===== src/rtl/sfx_arbiter.sv =====
// Sound-effect scheduler: latches requests, grants the highest-priority pending
// effect to the sequence player, preempts after a hold time, drops stale requests.
module sfx_arbiter #(
  parameter int N_REQ      = 4,
  parameter int ADDR_BITS  = 4,
  parameter logic [N_REQ*ADDR_BITS-1:0] BASE_ADDRS = {4'd8, 4'd6, 4'd3, 4'd0},
  parameter int HOLD_TICKS = 4,
  parameter int MAX_WAIT   = 32,
  parameter int WAIT_BITS  = 6,
  localparam int ID_BITS   = (N_REQ > 1) ? $clog2(N_REQ) : 1
) (
  input  logic                 CLK,
  input  logic                 RESET_N,
  input  logic                 TICK,
  input  logic [N_REQ-1:0]     REQ,
  input  logic                 PLAYER_BUSY,
  input  logic                 PLAYER_DONE,
  output logic                 START,
  output logic [ADDR_BITS-1:0] START_ADDR,
  output logic                 ABORT,
  output logic                 ACTIVE,
  output logic [ID_BITS-1:0]   ACTIVE_ID,
  output logic [N_REQ-1:0]     DROPPED
);

  localparam logic [WAIT_BITS-1:0] HOLD_MAX = WAIT_BITS'(HOLD_TICKS);
  localparam logic [WAIT_BITS-1:0] WAIT_MAX = WAIT_BITS'(MAX_WAIT);
  localparam logic [WAIT_BITS-1:0] CNT_SAT  = '1;

  typedef enum logic [1:0] {IDLE, PLAY, ABORT_WAIT} state_t;

  state_t                 state, state_nxt;
  logic [N_REQ-1:0]       pend;
  logic [WAIT_BITS-1:0]   age [N_REQ];
  logic [WAIT_BITS-1:0]   hold;
  logic [ID_BITS-1:0]     grant_id;
  logic                   pend_any;
  logic                   granting;
  logic                   preempt;
  logic [N_REQ-1:0]       grant_vec;
  logic [N_REQ-1:0]       drop_vec;
  logic [N_REQ-1:0]       accept_vec;

  logic                   start_nxt;
  logic                   abort_nxt;
  logic                   active_nxt;
  logic [ADDR_BITS-1:0]   addr_nxt;
  logic [ID_BITS-1:0]     id_nxt;

  // Lowest pending index wins.
  always_comb begin
    grant_id = '0;
    for (int i = N_REQ - 1; i >= 0; i--) begin
      if (pend[i]) grant_id = ID_BITS'(i);
    end
  end

  assign pend_any = |pend;
  assign granting = (state == IDLE) && pend_any;
  assign preempt  = (state == PLAY) && !PLAYER_DONE && pend_any &&
                    (grant_id < ACTIVE_ID) && (hold == HOLD_MAX);

  always_comb begin
    grant_vec  = '0;
    drop_vec   = '0;
    accept_vec = '0;
    for (int i = 0; i < N_REQ; i++) begin
      grant_vec[i]  = granting && (grant_id == ID_BITS'(i));
      drop_vec[i]   = (MAX_WAIT != 0) && pend[i] && TICK && (age[i] == WAIT_MAX);
      accept_vec[i] = REQ[i] && !(ACTIVE && (ACTIVE_ID == ID_BITS'(i))) && !grant_vec[i];
    end
  end

  // Age restarts only when a request newly becomes pending; re-requests coalesce.
  always_ff @(posedge CLK or negedge RESET_N) begin
    if (!RESET_N) begin
      pend    <= '0;
      DROPPED <= '0;
      for (int i = 0; i < N_REQ; i++) age[i] <= '0;
    end else begin
      DROPPED <= drop_vec & ~grant_vec;
      for (int i = 0; i < N_REQ; i++) begin
        if (grant_vec[i] || drop_vec[i]) begin
          pend[i] <= 1'b0;
        end else if (accept_vec[i]) begin
          pend[i] <= 1'b1;
        end
        if (accept_vec[i] && !pend[i]) begin
          age[i] <= '0;
        end else if (pend[i] && TICK && (age[i] != CNT_SAT)) begin
          age[i] <= age[i] + 1'b1;
        end
      end
    end
  end

  always_ff @(posedge CLK or negedge RESET_N) begin
    if (!RESET_N) begin
      hold <= '0;
    end else if (granting) begin
      hold <= '0;
    end else if ((state == PLAY) && TICK && (hold != HOLD_MAX)) begin
      hold <= hold + 1'b1;
    end
  end

  always_ff @(posedge CLK or negedge RESET_N) begin
    if (!RESET_N) state <= IDLE;
    else          state <= state_nxt;
  end

  always_comb begin
    state_nxt = state;
    case (state)
      IDLE:       if (pend_any) state_nxt = PLAY;
      PLAY: begin
        if (PLAYER_DONE)  state_nxt = IDLE;
        else if (preempt) state_nxt = ABORT_WAIT;
      end
      ABORT_WAIT: if (!PLAYER_BUSY) state_nxt = IDLE;
      default:    state_nxt = IDLE;
    endcase
  end

  always_comb begin
    start_nxt  = 1'b0;
    abort_nxt  = 1'b0;
    active_nxt = ACTIVE;
    addr_nxt   = START_ADDR;
    id_nxt     = ACTIVE_ID;
    case (state)
      IDLE: begin
        if (pend_any) begin
          start_nxt  = 1'b1;
          active_nxt = 1'b1;
          addr_nxt   = BASE_ADDRS[grant_id*ADDR_BITS +: ADDR_BITS];
          id_nxt     = grant_id;
        end
      end
      PLAY: begin
        if (PLAYER_DONE)  active_nxt = 1'b0;
        else if (preempt) abort_nxt  = 1'b1;
      end
      ABORT_WAIT: begin
        if (!PLAYER_BUSY) active_nxt = 1'b0;
      end
      default: active_nxt = 1'b0;
    endcase
  end

  always_ff @(posedge CLK or negedge RESET_N) begin
    if (!RESET_N) begin
      START      <= 1'b0;
      ABORT      <= 1'b0;
      ACTIVE     <= 1'b0;
      START_ADDR <= '0;
      ACTIVE_ID  <= '0;
    end else begin
      START      <= start_nxt;
      ABORT      <= abort_nxt;
      ACTIVE     <= active_nxt;
      START_ADDR <= addr_nxt;
      ACTIVE_ID  <= id_nxt;
    end
  end

endmodule


===== config.mk =====
export PLATFORM = sky130hd
export DESIGN_NAME = sfx_arbiter
export DESIGN_NICKNAME = d
export VERILOG_FILES = /design/src/rtl/sfx_arbiter.sv
export SDC_FILE = /design/constraint.sdc
export NUM_CORES = 1
export LEC_CHECK = 0
export ABC_AREA = 1
export CORE_MARGIN = 10
export CORE_UTILIZATION = 60
export DETAILED_ROUTE_END_ITERATION = 10
export PLACE_DENSITY = 0.8
export SYNTH_ARGS = -nofsm -noshare
export SYNTH_HDL_FRONTEND = slang
export SYNTH_SLANG_ARGS = --single-unit

===== constraint.sdc =====
create_clock -name CLK -period 3.3 [get_ports CLK]
set_input_delay 0.495 -clock CLK [delete_from_list [all_inputs] [get_ports CLK]]
set_output_delay 0.495 -clock CLK [all_outputs]
set_load 0.01 [all_outputs]

==> summary.md <==
| Metric | Value |
|---|---|
| Met1 WL | `2.54 mm` |
| TritonCTS clock tree | `built` |
| Finished Cell Area | `3050 um2` |
| Share of the synthesized area in the top cell type | `45.2%` |
| CTS max path bufs | `2` |
| Vias in the first global route | `2143` |
| Initial cell density of the core | `62.3%` |
| Grt total ovfl | `0` |
| Worst Path Max Fanout | `6` |
| Clock root cell | `clkbuf_8` |
| Final design utilization | `70.1%` |
| CP Cell Sequence | `clkdlybuf4s50_1` |
| CP delay by family, top | `buffers and inverters` |
| Skew-Pair Late Insertion Delay | `0.30 ns` |
| Synthesized area per cell | `8.03 um2` |
| Max-Slew Margin vs Limit | `30.0%` |
| Seq/Total Area, Yosys | `45.2%` |
| DR vias | `2272` |
| Main combinational cell family by area after synthesis | `simple AND/OR/NAND/NOR gates` |
| Commonest cells in the netlist | `nand2_1, dfrtp_1, inv_1, nand3_1, nor2_1` |
| Initial antenna violation count | `0` |
| CTS resizes | `0` |
| Synthesis-to-layout area growth | `12.5%` |
| Hold Path Class | `in -> async` |
| RSZ-0062 raised after global routing | `false` |
| Final setup vio count | `0` |
| Reg clk slew, reported paths | `0.09 ns` |
| Status | `finished, final reports clean` |
| Largest cells by area after synthesis | `dfrtp_1, nand2_1, nand3_1` |
| Skew final | `0.00923 ns` |
| First-pass GRT wire length | `9.60 mm` |
| Drt initial violations | `136` |
| Measured slew at the worst slew-check pin | `1.05 ns` |
| Top-Level Pins | `22` |
| Crit Path Class | `reg -> out` |
| Minimum clock period | `1.82 ns` |
| Max incr delay on CP | `0.58 ns` |
| Critical path launch point type | `register` |
| Post-DRT Antenna Nets | `0` |
| Leakage | `1.58 nW` |
| Core footprint | `4350 um2` |
| Flops & latches, synth | `49` |
| Synth Area in Adders | `5.07%` |
| Rows | `24` |
| Htree depth | `2` |
| Dpl hpwl | `4.06 mm` |
| Syn_nets | `358` |
| Layout Nets | `384` |
| Area leader, netlist | `dfrtp_1` |
| Final-report hold violation count | `0` |
| Share of post-route cells with drive strength above 1 | `8.22%` |
| Drt total wl | `5.49 mm` |
| PD cells | `763 nW/um2` |
| Met3 wire len | `299 um` |
| Sink Count | `49` |
| Die area | `7610 um2` |
| Async S/R FF share, synth | `100%` |
| Post-cts hold buffer count | `0` |
| # diodes | `0` |
| Largest net degree at the start of global routing | `50` |
| CP max-delay cell | `clkdlybuf4s50_1` |
| GRT Total Usage | `15.4%` |
| Total of max-cap violations | `0` |
| F_max | `551 MHz` |
| Library cells used by synthesis | `30` |
| Top routing layer in use | `met4` |
| Post-CTS Repair Setup Buffers | `0` |
| DP Area | `2960 um2` |
| Number of synthesized flops with an enable pin | `0` |
| Fillers | `357` |
| YS warnings | `0` |
| Sum Neg Setup Slack | `0 ns` |
| RePlAce Congestion | `0.876` |
| Syn Inst Count | `338` |
| Die Height | `87.2 um` |
| Drc violations | `0` |
| Top-count cell post-synth | `nand2_1` |
| Synth Flop Type | `dfrtp_1` |
| Post-Synth XOR/XNOR Area | `3.23%` |
| Buffers on Ports | `21` |
| Detailed Routing Iterations Pass 1 | `4` |
| Worst path arrival time | `1.32 ns` |
| Met2 routed WL | `2.57 mm` |
| Crit path capture type | `output port` |
| Post-Synth Simple-Gate Area | `30.7%` |
| Die width | `87.2 um` |
| Wire length per cell | `13.2 um` |
| Period utilisation layout | `55.0%` |
| Crit path buf inv count | `1` |
| Mapped Area | `2710 um2` |
| Complex-gate fraction of the synthesized area | `8.21%` |
| Worst EP required | `2.80 ns` |
| Slew Limit Fails | `0` |
| Mux cell area share after synthesis | `0%` |
| VDD IR max | `0.000418 V` |
| Via density per instance | `5.45` |
| Num CTS Buffers | `5` |
| Reg2Reg Setup Slack | `1.75 ns` |
## path summary, 6_finish.rpt
path	startpoint	to	cells past startpoint
worst max-delay path	ACTIVE$_DFFE_PN0P_	ACTIVE	1
worst max register to register	age[0]$_DFFE_PN0P_	age[5]$_DFFE_PN0P_	6
max in group asynchronous	RESET_N	age[19]$_DFFE_PN0P_	1
worst min register to register	START_ADDR[3]$_DFFE_PN0P_	START_ADDR[3]$_DFFE_PN0P_	2
worst min-delay path	RESET_N	hold[0]$_DFFE_PN0P_	1
min in group CLK	START_ADDR[3]$_DFFE_PN0P_	START_ADDR[3]$_DFFE_PN0P_	2
## sequential cells by signal (all words and copies together) (netlist names)
register,cells
ACTIVE_ID,2
START,1
ABORT,1
hold,6
state,2
START_ADDR,4
age,24
DROPPED,4
pend,4
ACTIVE,1
## layout make-up
class	count	area (um2)	area share, %
clock buffers	6	72.6	2.38
clock inverters	2	15.0	0.492
inverters	50	188	6.15
multi-input cells	237	1280	41.9
flip-flops and latches	49	1230	40.2
well taps	52	65.1	2.13
repair buffers	21	205	6.72
## metal layers
layer | vias up | track usage, %
met5 | - | 0
met4 | 0 | 4.93
met3 | 7 | 4.12
met2 | 52 | 25.1
met1 | 1064 | 19.3
li1 | 1149 | -
## power by group
group	internal (W)	switching, W
combinational	0.000373	0.000585
clock	0.000150	0.000201
sequential	0.000801	0.000220
## cell usage in the layout (no fill, tap or decap), types with 2 or more instances in the layout
cell type,Yosys,final
nand3_1,41,41
dfrtp_1,49,49
inv_1,47,47
o21ai_2,6,6
clkdlybuf4s50_1,0,20
nand2_2,2,2
a21oi_1,6,6
clkbuf_8,0,5
xor2_1,10,10
o21ai_0,16,16
a31oi_1,2,2
ha_1,11,11
inv_2,3,3
nand4_1,11,11
clkinvlp_4,0,2
nor3_1,5,5
nand3_2,2,2
nand2_1,85,85
o21ai_1,2,2
nor2_4,3,3
nor2_1,25,25
## logic make-up (layout without fill, tap and decap cells)
group	Yosys count	in the layout
buf+inv	52	79
fa+ha+maj	11	11
xor+xnor	10	10
simple gates	180	180
compound gates	36	36
flops	49	49
## through the flow
step | hold WS (ns) | instances | total power, W | setup WS (ns)
final | 0.373 | 417 | 0.00233 | 1.48
after floorplan | 0.199 | 338 | 0.00168 | 1.96
after global placement | 0.467 | 409 | 0.00195 | 1.33
after detailed placement | 0.474 | 409 | 0.00199 | 1.30
after CTS | 0.410 | 417 | 0.00235 | 1.47
after global routing | 0.455 | 417 | 0.00254 | 1.40
Power figures use the tool's default switching activity.
